**src/rtl/text_stream_sequencer.sv**
```systemverilog
// text_stream_sequencer
//
// Purpose:
//   Drives the read port of the text memory. On start it first scans from
//   address 0 to find the string length (0x00 terminates), then replays the
//   characters one at a time to the braille converter over valid/ready.
//   Being the only source of mem_addr, it keeps the length measurement and
//   the character stream from contending for the memory port.
//
// Ports:
//   clk        in   rising-edge clock
//   reset      in   asynchronous, active-low reset
//   start      in   begin a measure+stream pass (sampled in IDLE only)
//   abort      in   synchronous cancel, returns to IDLE without done
//   mem_addr   out  text memory read address
//   mem_dout   in   text memory read data (combinational from mem_addr)
//   char_data  out  character presented to the converter
//   char_valid out  char_data is valid
//   char_ready in   converter accepts char_data
//   text_len   out  measured string length (0..2^ADDR_W)
//   len_valid  out  text_len is valid for the current pass
//   busy       out  high whenever not IDLE
//   done       out  one-cycle pulse at the end of a pass
module text_stream_sequencer #(
  parameter int ADDR_W = 8,
  parameter int LEN_W  = ADDR_W + 1
) (
  input  logic              clk,
  input  logic              reset,
  input  logic              start,
  input  logic              abort,
  output logic [ADDR_W-1:0] mem_addr,
  input  logic [7:0]        mem_dout,
  output logic [7:0]        char_data,
  output logic              char_valid,
  input  logic              char_ready,
  output logic [LEN_W-1:0]  text_len,
  output logic              len_valid,
  output logic              busy,
  output logic              done
);

  typedef enum logic [1:0] {
    S_IDLE,
    S_MEASURE,
    S_STREAM,
    S_DONE
  } state_t;

  localparam logic [ADDR_W-1:0] ADDR_LAST = '1;
  localparam logic [LEN_W-1:0]  LEN_ONE   = LEN_W'(1);

  state_t             state_q, state_d;
  // One pointer serves as the scan address in MEASURE and the replay index
  // in STREAM; it is LEN_W wide so the replay index can reach 2^ADDR_W.
  logic [LEN_W-1:0]   ptr_q, ptr_d;
  logic [LEN_W-1:0]   len_cnt_q, len_cnt_d;
  logic [LEN_W-1:0]   text_len_q, text_len_d;
  logic               len_valid_q, len_valid_d;
  logic [7:0]         char_data_q, char_data_d;
  logic               char_valid_q, char_valid_d;
  logic               done_q, done_d;
  logic               busy_q, busy_d;
  logic               slot_free;

  // Output slot can take a new character when empty or being drained.
  assign slot_free = !char_valid_q || char_ready;

  always_comb begin
    state_d      = state_q;
    ptr_d        = ptr_q;
    len_cnt_d    = len_cnt_q;
    text_len_d   = text_len_q;
    len_valid_d  = len_valid_q;
    char_data_d  = char_data_q;
    char_valid_d = char_valid_q;
    done_d       = 1'b0;

    case (state_q)
      S_IDLE: begin
        if (start) begin
          state_d     = S_MEASURE;
          ptr_d       = '0;
          len_cnt_d   = '0;
          len_valid_d = 1'b0;
        end
      end

      S_MEASURE: begin
        if (mem_dout != 8'h00) begin
          len_cnt_d = len_cnt_q + LEN_ONE;
          if (ptr_q[ADDR_W-1:0] == ADDR_LAST) begin
            // No terminator anywhere: the whole memory is the string.
            text_len_d  = len_cnt_q + LEN_ONE;
            len_valid_d = 1'b1;
            ptr_d       = '0;
            state_d     = S_STREAM;
          end else begin
            ptr_d = ptr_q + LEN_ONE;
          end
        end else begin
          text_len_d  = len_cnt_q;
          len_valid_d = 1'b1;
          ptr_d       = '0;
          if (len_cnt_q == '0) begin
            state_d = S_DONE;
            done_d  = 1'b1;
          end else begin
            state_d = S_STREAM;
          end
        end
      end

      S_STREAM: begin
        if (slot_free) begin
          if (ptr_q < text_len_q) begin
            char_data_d  = mem_dout;
            char_valid_d = 1'b1;
            ptr_d        = ptr_q + LEN_ONE;
          end else begin
            char_valid_d = 1'b0;
            state_d      = S_DONE;
            done_d       = 1'b1;
          end
        end
      end

      S_DONE: begin
        state_d = S_IDLE;
        ptr_d   = '0;
      end

      default: begin
        state_d = S_IDLE;
      end
    endcase

    // Abort overrides everything above, including a handshake this cycle.
    if (abort) begin
      state_d      = S_IDLE;
      ptr_d        = '0;
      len_cnt_d    = '0;
      text_len_d   = '0;
      len_valid_d  = 1'b0;
      char_valid_d = 1'b0;
      done_d       = 1'b0;
    end

    busy_d = (state_d != S_IDLE);
  end

  always_ff @(posedge clk or negedge reset) begin
    if (!reset) begin
      state_q      <= S_IDLE;
      ptr_q        <= '0;
      len_cnt_q    <= '0;
      text_len_q   <= '0;
      len_valid_q  <= 1'b0;
      char_data_q  <= 8'h00;
      char_valid_q <= 1'b0;
      done_q       <= 1'b0;
      busy_q       <= 1'b0;
    end else begin
      state_q      <= state_d;
      ptr_q        <= ptr_d;
      len_cnt_q    <= len_cnt_d;
      text_len_q   <= text_len_d;
      len_valid_q  <= len_valid_d;
      char_data_q  <= char_data_d;
      char_valid_q <= char_valid_d;
      done_q       <= done_d;
      busy_q       <= busy_d;
    end
  end

  // Address is forced to 0 outside the scan/replay states so the memory
  // port sits at a known location while idle.
  assign mem_addr   = ((state_q == S_MEASURE) || (state_q == S_STREAM)) ?
                      ptr_q[ADDR_W-1:0] : '0;
  assign char_data  = char_data_q;
  assign char_valid = char_valid_q;
  assign text_len   = text_len_q;
  assign len_valid  = len_valid_q;
  assign busy       = busy_q;
  assign done       = done_q;

endmodule

```
**config.mk**
```make
export PLATFORM = sky130hd
export DESIGN_NAME = text_stream_sequencer
export DESIGN_NICKNAME = d
export VERILOG_FILES = /design/src/rtl/text_stream_sequencer.sv
export SDC_FILE = /design/constraint.sdc
export NUM_CORES = 1
export LEC_CHECK = 0
export BUFFER_PORTS_ARGS = -buffer_cell sky130_fd_sc_hd__buf_4
export CAP_MARGIN = 20
export CORE_MARGIN = 5
export CORE_UTILIZATION = 48
export DETAILED_ROUTE_END_ITERATION = 8
export GPL_TIMING_DRIVEN = 0
export PLACE_DENSITY = 0.75
export SYNTH_ARGS = -nofsm -noshare
export SYNTH_HDL_FRONTEND = slang
export SYNTH_SLANG_ARGS = --single-unit
```
**constraint.sdc**
```tcl
create_clock -name clk -period 1.8 [get_ports clk]
set_clock_uncertainty 0.05 [all_clocks]
set_input_delay 0 -clock clk [delete_from_list [all_inputs] [get_ports clk]]
set_output_delay 0 -clock clk [all_outputs]
set_load 0.03 [all_outputs]
```
==> results of run 1 <==
[routing by layer]
metal / up-vias / track usage [%] / part of all wire [%]
met4: 0 / 6.84 / 2.0
met2: 85 / 34.3 / 51
met5: - / 0 / 0
met1: 1181 / 24.0 / 42
met3: 14 / 4.46 / 5.2
li1: 1130 / - / -
[Yosys cell counts, types with 3 or more instances]
library cell	n	share of area, %
a21oi_1	9	1.7
a21oi_2	4	1.4
a31oi_1	3	0.73
and2_1	11	2.7
and3_1	4	0.97
buf_6	3	1.3
dfrtp_1	41	40
ha_1	17	8.2
inv_1	17	2.5
mux2_2	8	3.5
nand2_1	30	4.4
nand2b_1	4	0.97
nand3_1	10	1.9
nor2_1	20	2.9
o21ai_0	12	2.3
o21ai_1	11	2.1
o31ai_1	16	4.7
xnor2_1	4	1.4
xor2_1	3	1.0
[worst paths after layout]
| check | endpoint | start | slack (ns) |
|---|---|---|---|
| max | ptr_q[3] | ptr_q[8] | -0.24 |
| min | char_valid | char_ready | 0.006 |
| max reg2reg | ptr_q[3] | ptr_q[8] | -0.24 |
| min reg2reg | char_data[7] | char_data[7] | 0.47 |
| max in group asynchronous | text_len[8] | reset | 1.12 |
| min in group asynchronous | ptr_q[8] | reset | 0.18 |
[what timing repair did]
action / CTS / global route
setup buffers: 21 / 9
gates resized for setup: 39 / 32
pin swaps: 13 / 12
endpoints found under the setup margin: 40 / 40
hold endpoints to repair: 53 / 1
cloned: 2 / 0
hold buffers: 10 / 1
[registers in the layout (all words and copies together), names as in the netlist]
name,flops
done,1
ptr_q,9
len_cnt_q,9
text_len,9
len_valid,1
state_q,2
char_data,8
busy,1
char_valid,1
[stage by stage]
stage	TNS, ns	instances
after floorplan	-2.69	267
final	-4.70	427
after detailed placement	-11.30	377
after CTS	-3.66	418
after global routing	-6.93	427
after global placement	-9.10	377
[final cells by class]
class,instances,area share (%)
well taps,70,2.35
flip-flops and latches,41,28.0
plain buffers,6,1.41
inverters,17,1.78
clock buffers,6,1.95
multi-input cells,203,46.2
repair buffers,82,18.1
clock inverters,2,0.268
[critical path, cell delays in order, from the launching register on]
cell      delay [ns]
dfrtp_1         0.42
ha_4            0.29
nand4_1         0.15
nor2_2          0.17
a21oi_4         0.11
a311oi_4        0.41
nand2b_4        0.26
o31ai_2         0.07
[power breakdown]
part / internal, mW / total, mW / switching, mW
logic: 0.185 / 0.435 / 0.250
registers: 0.946 / 0.962 / 0.0164
clock network: 0.269 / 0.596 / 0.327
total: 1.40 / 1.99 / 0.593
[kinds of logic (layout without fill, tap and decap cells)]
kind of cell | after synthesis | in the layout | share of synthesized area (%)
xor+xnor | 7 | 7 | 2.38
fa+ha+maj | 17 | 17 | 8.24
buf+inv | 23 | 113 | 4.36
simple gates | 97 | 97 | 20.7
flops | 41 | 41 | 39.7
compound gates | 72 | 72 | 20.3
mux | 10 | 10 | 4.27
==> summary.md, run 1 <==
| Metric | Value |
|---|---|
| Status | complete, but fails checks |
| Violated checks | setup timing |
| Core area | slightly above 0.005 mm^2 |
| Gr usage total | about a fifth |
| Hold WS | 0.00633 ns |
| Number of buffers added on ports | 40 |
| ANT nets after route | 0 |
| NumNets Final | roughly 390 |
| Placement Cell Area | between 0.003 and 0.004 mm^2 |
| CTS Buffer Depth | 2 |
| Final Cell Area | 0.00373 mm^2 |
| RSZ-0062 raised after global routing | yes |
| Worst Reg-to-Reg Cells | 7 |
| Clock-pin slew on the worst setup and hold paths | 0.09 ns |
| Post-synth EDFFs | 0 |
| # fillers | 366 |
| Layout cells sized above 1 | between 40% and 50% |
| Final Wtd Congestion | between 0.8 and 0.9 |
| Final WS setup | -0.242 ns |
| Place WS | -0.460 ns |
| Num CTS Buffers | 5 |
| Residual DRC count | 0 |
| Hold crit path type | primary input to register |
| Crit path capture type | register |
| Clock Latency Late Sink | approximately 0.3 ns |
| DRT iter0 DRCs | 86 |
| WL final | about 7.5 mm |
| Overall power | about 2 mW |
| Worst slew margin | between 50% and 60% |
| Max Clk Rate | 0.490 GHz |
| Area growth syn-to-layout | 44.5% |
| Total die area | between 0.006 and 0.007 mm^2 |
| Yosys reg bits | between 40 and 50 |
| CP max FO | 6 |
| Post-Syn Area | around 0.0026 mm^2 |
| HPWL after detailed placement | ~4.5 mm |
| Ys async rst share | between 90% and 100% |
| Final slew viol count | 0 |
| Avg Cell Area, Syn | slightly below 10 um^2 |
| Final Hold Viols | 0 |
| Commonest non-fill, non-tap cell in the layout | buf_4 |
| WHS Path Cells | 4 |
| Via/cell ratio | about 5.6 |
| Die Span Y | 83.3 um |
| Seq/Total Area, Yosys | approximately two fifths |
| Initial antenna violation count | 0 |
| Die width | between 80 and 90 um |
| Vias in the first global route | between 2000 and 2500 |
| Fin util | just over 70% |
| Diodes inserted | 0 |
| Wire per inst | around 17 um |
| Worst-margin pin slew | ~0.60 ns |
| Starting Density | between 40% and 50% |
| Worst Path Required | approximately 1.9 ns |
| Ys flop type | dfrtp_1 |
| Pwr dens | roughly 530 mW/mm^2 |
| Peak supply drop | roughly 0.46 mV |
| Worst setup path class | register to register |
| Ys Warns | 0 |
| Sequential cell area | roughly 0.0010 mm^2 |
| Crit share post-route | 113% |
| MaxCap Viol Count | 0 |
| Synth unique cells | 52 |
| Final setup fails | 30 |
| Multi-input logic area | approximately 0.0017 mm^2 |
| Htree depth | 2 |
| Mapped Nets | roughly 300 |
| Root buffer cell | clkbuf_8 |
| CP Data Arrival Time | roughly 2.2 ns |
| Via count | between 2000 and 2500 |
| First-pass GRT wire length | between 10 and 15 mm |
| CP Launch Type | register |
| Cell Rows | 26 |
| Most frequent cells in the layout | buf_4 (65), dfrtp_1 (27), nand2_1 (26) |
| TritonCTS clock tree | yes |
| Min Tclk post-route | 2.04 ns |
| DR pass1 iterations | 4 |
| Mapped Cells | around 270 |
| Pleak | around 1.6 nW |
| Clock Sinks | 41 |
| I/O pin total | 42 |
| Global route total overflow | 0 |
| Largest net degree at the start of global routing | 42 |
Power figures use the tool's default switching activity.
==> inputs of run 2 (changes only) <==
--- a/config.mk
+++ b/config.mk
@@ -5,13 +5,13 @@
 export SDC_FILE = /design/constraint.sdc
 export NUM_CORES = 1
 export LEC_CHECK = 0
-export BUFFER_PORTS_ARGS = -buffer_cell sky130_fd_sc_hd__buf_4
+export BUFFER_PORTS_ARGS = -buffer_cell sky130_fd_sc_hd__buf_2
 export CAP_MARGIN = 20
 export CORE_MARGIN = 5
 export CORE_UTILIZATION = 48
 export DETAILED_ROUTE_END_ITERATION = 8
 export GPL_TIMING_DRIVEN = 0
-export PLACE_DENSITY = 0.75
+export PLACE_DENSITY = 0.73
 export SYNTH_ARGS = -nofsm -noshare
 export SYNTH_HDL_FRONTEND = slang
 export SYNTH_SLANG_ARGS = --single-unit
==> constraint.sdc (replaced) <==
create_clock -name clk -period 2.4 [get_ports clk]
set_clock_uncertainty 0.05 [all_clocks]
set_input_delay 0 -clock clk [delete_from_list [all_inputs] [get_ports clk]]
set_output_delay 0 -clock clk [all_outputs]
set_load 0.03 [all_outputs]
==> run 2 against run 1 <==
The run now ends clean. Flip-flop and latch count unchanged. Cell area decreased by 17%. Sequential power fell by 25%. Die area unchanged. Register-to-register slack improved by 0.33 ns. Via count shrank 9.5%. Clock power decreased by 3.7%. Utilization is 12 points lower. Routed wire length fell by 18%. Cell count decreased by 7.5%. Largest cell class unchanged. Non-clock buffer count decreased by 32.
==> summary.md, run 2 (synthesis gave the netlist of run 1 again) <==
| Metric | Value |
|---|---|
| Status | completed |
| Gr usage total | 18.7% (-1.1 points) |
| Clock Latency Late Sink | 0.29 ns (about the same) |
| First-pass GRT wire length | 10.6 mm (-6.4%) |
| Worst setup path class | register to register |
| Area growth syn-to-layout | 19.7% |
| Most frequent cells in the layout | dfrtp_1 (40), buf_2 (40), nand2_1 (30) |
| Final slew viol count | 0 (unchanged) |
| Htree depth | 2 (unchanged) |
| WHS Path Cells | 4 (unchanged) |
| Crit share post-route | 96.2% (-17 points) |
| I/O pin total | 42 (unchanged) |
| Num CTS Buffers | 5 (unchanged) |
| CTS Buffer Depth | 2 (unchanged) |
| Reg-to-Reg End | char_data[4] |
| Launch point of the worst reg-to-reg path | ptr_q[2] |
| Max Clk Rate | 0.433 GHz (-12%) |
| NumNets Final | 354 (-8.3%) |
| Wire per inst | 15.5 um (-11%) |
| Final setup fails | 0 (-100%) |
| CP max FO | 8 (+2) |
| Fin Setup TNS | 0 ns (+4.70 ns) |
| Hold_sp | char_ready |
| Die Span Y | 83.3 um (unchanged) |
| Worst Hold End | char_valid |
| Metal2 WL | 2.88 mm (-24%) |
| Layout cells sized above 1 | 24.0% (-21 points) |
| Hold crit path type | primary input to register |
| CP Data Arrival Time | 2.44 ns (+0.26 ns) |
| R2r setup slk | 0.09 ns (+0.33 ns) |
| Final Hold Viols | 0 (unchanged) |
| Starting Density | 49.9% (unchanged) |
| Via count | 2182 (-9.5%) |
| HPWL after detailed placement | 4.43 mm (-0.83%) |
| Crit path capture type | register |
| Initial antenna violation count | 0 (unchanged) |
| Top Metal Used | met4 |
| Placed Instances | 377 (unchanged) |
| Fin util | 59.7% (-12 points) |
| DR pass1 iterations | 4 (unchanged) |
| Total die area | 0.00694 mm^2 (unchanged) |
| Metal3 WL | 336 um (-13%) |
| Place WS | 0.134 ns (+0.594 ns) |
| Peak supply drop | 0.291 mV (-36%) |
| Pwr dens | 499 mW/mm^2 (-6.7%) |
| RSZ-0062 raised after global routing | no |
| Clock Sinks | 41 (unchanged) |
| DRT iter0 DRCs | 123 (+43%) |
| Final WS setup | 0.0903 ns (+0.332 ns) |
| Die width | 83.3 um (unchanged) |
| Root buffer cell | clkbuf_8 |
| Pleak | 1.44 nW (-12%) |
| Global route total overflow | 0 (unchanged) |
| Clock-pin slew on the worst setup and hold paths | 0.08 ns (about the same) |
| Placement Cell Area | 0.00287 mm^2 (-4.9%) |
| ANT nets after route | 0 (unchanged) |
| Hold WS | 0.0232 ns (+0.0169 ns) |
| Layout Cells excl Fill | 395 (-7.5%) |
| Overall power | 1.54 mW (-23%) |
| Wl on met1 | 2.74 mm (-12%) |
| Worst Path Required | 2.53 ns (+0.59 ns) |
| Via/cell ratio | 5.52 (-2.1%) |
| Final Wtd Congestion | 0.805 (-4.4%) |
| Min Tclk post-route | 2.31 ns (+0.268 ns) |
| Final Cell Area | 0.00309 mm^2 (-17%) |
| Number of buffers added on ports | 40 (unchanged) |
| Core area | 0.00517 mm^2 (unchanged) |
| Vias in the first global route | 2161 (-9.3%) |
| Worst Reg-to-Reg Cells | 7 (unchanged) |
| MaxCap Viol Count | 0 (unchanged) |
| Largest net degree at the start of global routing | 42 (unchanged) |
| Diodes inserted | 0 (unchanged) |
| TritonCTS clock tree | yes |
| Residual DRC count | 0 (unchanged) |
| CP Launch Type | register |
| Worst-margin pin slew | 0.935 ns (+0.335 ns) |
| Worst slew margin | 37.7% (-22 points) |
| Cell Rows | 26 (unchanged) |
| WL final | 6.12 mm (-18%) |
## run 2: critical path, cell delays in order, from the launching register on
cell and delay, ns:
dfrtp_1 0.46, ha_1 0.32, a21oi_1 0.14, o21ai_1 0.09, a21oi_2 0.32, nand2_1 0.16
nor2_4 0.28, mux2_2 0.38
## run 2: worst max-delay path by stage
stage / to / start / slack [ns]
after global placement: char_data[5] / ptr_q[2] / 0.19
after global routing: char_data[6] / ptr_q[2] / 0.003
after floorplan: char_data[0] / text_len[8] / 0.21
final: char_data[4] / ptr_q[2] / 0.09
after CTS: char_data[4] / ptr_q[2] / 0.11
after detailed placement: char_data[4] / ptr_q[2] / 0.13
## run 2: metal layers
metal / up-vias / GRT usage (%)
met2: 65 / 29.2
met1: 1044 / 25.2
met5: - / 0
met4: 0 / 8.32
met3: 12 / 3.37
li1: 1061 / -
## run 2: layout make-up
cell class	count	area (um^2)
multi-input combinational	203	1450
buffer	6	48.8
sequential	41	1030
timing repair buffer	50	300
fill	455	2080
clock inverter	1	30.0
clock buffer	7	86.3
tap	70	87.6
inverter	17	63.8
## run 2: where the power goes
part / internal (mW) / switching [mW] / leakage [nW] / total (mW)
sequential: 0.709 / 0.0139 / 0.564 / 0.723
clock: 0.339 / 0.234 / 0.0585 / 0.574
combinational: 0.0853 / 0.159 / 0.818 / 0.244
total: 1.13 / 0.407 / 1.44 / 1.54
## run 2: timing repair
item,CTS,global route
buffers inserted,0,0
gates resized for setup,0,2
setup endpoints to repair,0,6
hold endpoints to repair,52,0
hold buffers,10,0
==> inputs of run 3 (changes only) <==
--- a/config.mk
+++ b/config.mk
@@ -12,6 +12,7 @@
 export DETAILED_ROUTE_END_ITERATION = 8
 export GPL_TIMING_DRIVEN = 0
 export PLACE_DENSITY = 0.73
+export SETUP_SLACK_MARGIN = 0.2
 export SYNTH_ARGS = -nofsm -noshare
 export SYNTH_HDL_FRONTEND = slang
 export SYNTH_SLANG_ARGS = --single-unit
==> constraint.sdc (replaced) <==
create_clock -name clk -period 2.4 [get_ports clk]
set_clock_uncertainty 0.05 [all_clocks]
set_input_delay 0.48 -clock clk [delete_from_list [all_inputs] [get_ports clk]]
set_output_delay 0.48 -clock clk [all_outputs]
set_load 0.03 [all_outputs]
==> run 3 against run 2 <==
Cell count is 2.8% higher. First-iteration DRC count is 48% lower. Combinational power is 9.0% higher. Setup slack better by 0.16 ns. Fmax is 7.2% higher. Sequential power hardly changed. Hold slack better by 0.25 ns. Global-route usage is 0.38 points lower. Flip-flop and latch count stayed put. Critical path depth is 3 higher. Die area stayed put.
==> summary.md, run 3 (synthesis gave the netlist of run 1 again) <==
| Metric | Value |
|---|---|
| Status | completed |
| I/O pin total | 42 (unchanged) |
| TritonCTS clock tree | yes |
| RSZ-0062 raised after global routing | yes |
| ANT nets after route | 0 (unchanged) |
| Multi-input logic area | 0.00153 mm^2 (+5.8%) |
| Min Tclk post-route | 2.15 ns (-0.155 ns) |
| Area growth syn-to-layout | 26.0% |
| Launch point of the worst reg-to-reg path | text_len[2] |
| Clock-pin slew on the worst setup and hold paths | 0.08 ns (about the same) |
| Die Span Y | 83.3 um (unchanged) |
| Vias in the first global route | 2125 (-1.7%) |
| Wire per inst | 15.7 um (+1.7%) |
| CP Launch Type | register |
| DRT iter0 DRCs | 64 (-48%) |
| Num CTS Buffers | 5 (unchanged) |
| Layout Cells excl Fill | 406 (+2.8%) |
| Core area | 0.00517 mm^2 (unchanged) |
| Worst Reg-to-Reg Cells | 10 (+3) |
| CP max FO | 8 (unchanged) |
| DR pass1 iterations | 4 (unchanged) |
| # fillers | 437 (-4.0%) |
| Via count | 2221 (+1.8%) |
| Reg-to-Reg End | char_data[2] |
| Starting Density | 49.9% (unchanged) |
| Via/cell ratio | 5.47 (-0.97%) |
| First-pass GRT wire length | 10.4 mm (-1.8%) |
| Clock Sinks | 41 (unchanged) |
| Overall power | 1.57 mW (+1.7%) |
| Final Hold Viols | 0 (unchanged) |
| Gr usage total | 18.3% (-0.38 points) |
| WL final | 6.39 mm (+4.5%) |
| Placed Instances | 377 (unchanged) |
| MaxCap Viol Count | 0 (unchanged) |
| Final setup fails | 0 (unchanged) |
| Crit share post-route | 89.8% (-6.5 points) |
| CTS Buffer Depth | 2 (unchanged) |
| CP delay by family, top | compound AO/OA/AOI/OAI gates |
| Worst slew margin | 37.9% (+0.22 points) |
| Final Cell Area | 0.00325 mm^2 (+5.3%) |
| Largest net degree at the start of global routing | 42 (unchanged) |
| Hold crit path type | primary input to asynchronous set/reset pin |
| Residual DRC count | 0 (unchanged) |
| Clock Latency Late Sink | 0.29 ns (about the same) |
| Crit-path max cell delay | 0.37 ns (-0.09 ns) |
| M2 GR Usage | 29.5% (+0.29 points) |
| Worst-margin pin slew | 0.931 ns (-0.00337 ns) |
| M3 GR Usage | 3.17% (-0.20 points) |
| Global route total overflow | 0 (unchanged) |
| Final slew viol count | 0 (unchanged) |
| Met1 Use GR | 24.6% (-0.62 points) |
| Root buffer cell | clkbuf_8 |
| Pleak | 1.52 nW (+5.5%) |
| Commonest non-fill, non-tap cell in the layout | buf_2 |
| Total die area | 0.00694 mm^2 (unchanged) |
| Pwr dens | 482 mW/mm^2 (-3.4%) |
| Number of buffers added on ports | 40 (unchanged) |
| Layout cells sized above 1 | 32.4% (+8.4 points) |
| Peak supply drop | 0.283 mV (-2.5%) |
| R2r setup slk | 0.25 ns (+0.16 ns) |
| Worst path slowest cell | dfrtp_1 |
| Hold WS | 0.275 ns (+0.252 ns) |
| Htree depth | 2 (unchanged) |
| CP Data Arrival Time | 2.28 ns (-0.16 ns) |
| Initial antenna violation count | 0 (unchanged) |
| Cell Rows | 26 (unchanged) |
| NumNets Final | 365 (+3.1%) |
| Max Clk Rate | 0.464 GHz (+7.2%) |
| Most frequent cells in the layout | buf_2 (40), dfrtp_1 (36), nand2_1 (29) |
| Buf/Inv on CP | 3 (+3) |
| Worst Path Required | 2.53 ns (about the same) |
| Busiest grt layer | met2 |
| Hold-fix buffers at CTS | 0 (-10) |
| Placement Cell Area | 0.00287 mm^2 (unchanged) |
| Final Wtd Congestion | 0.805 (unchanged) |
| HPWL after detailed placement | 4.43 mm (unchanged) |
| Diodes inserted | 0 (unchanged) |
| Die width | 83.3 um (unchanged) |
| Crit path capture type | register |
| Worst setup path class | register to register |
| Fin Setup TNS | 0 ns (unchanged) |
| Sequential cell area | 0.00103 mm^2 (+0.49%) |
| Cells along the critical path | inv_1, ha_1, a21oi_1, o21ai_1, a21oi_2, buf_4, nand2_2, nor2_4, buf_12, mux2_2 |
run 3: how the worst max path moves through the flow:
stage              endpoint  cells after the start        start  slack (ns)
6_report       char_data[2]                     10  text_len[2]        0.25
5_1_grt            ptr_q[7]                      9  text_len[8]        0.11
4_1_cts            ptr_q[5]                      8     ptr_q[2]        0.19
3_5_place_dp   char_data[4]                      7     ptr_q[2]        0.13
3_3_place_gp   char_data[5]                      7     ptr_q[2]        0.19
2_1_floorplan  char_data[0]                      8  text_len[8]        0.21
run 3: cell type report:
type,count,share of cell area (%)
sequential,41,31.7
inverter,17,1.96
timing repair buffer,61,11.4
buffer,6,1.62
clock buffer,7,2.65
tap,70,2.69
multi-input combinational,203,47.0
clock inverter,1,0.923
run 3: per-stage QoR:
| step | util, % | setup slack (ns) |
|---|---|---|
| 2_1_floorplan | - | 0.215 |
| 3_3_place_gp | 55.5 | 0.188 |
| 3_5_place_dp | 55.5 | 0.134 |
| 4_1_cts | 58.3 | 0.194 |
| 5_1_grt | 62.9 | 0.107 |
| 6_report | 62.9 | 0.246 |
run 3: repair_timing:
| action | CTS | global route |
|---|---|---|
| endpoints found under the hold margin | 0 | 0 |
| resized for setup | 2 | 20 |
| setup endpoints to repair | 8 | 32 |
| gates cloned | 0 | 1 |
| buffers inserted | 3 | 17 |
| pin swaps | 3 | 8 |
run 3: routing by layer:
metal	routed length [um]	up-vias
met5	0	-
met4	84	0
met3	252	4
met2	3160	52
met1	2900	1077
li1	-	1088
run 3: report_power, final:
group | switching, mW | internal, mW | total [mW]
sequential | 0.0148 | 0.709 | 0.724
combinational | 0.166 | 0.100 | 0.266
clock | 0.238 | 0.339 | 0.577
total | 0.418 | 1.15 | 1.57
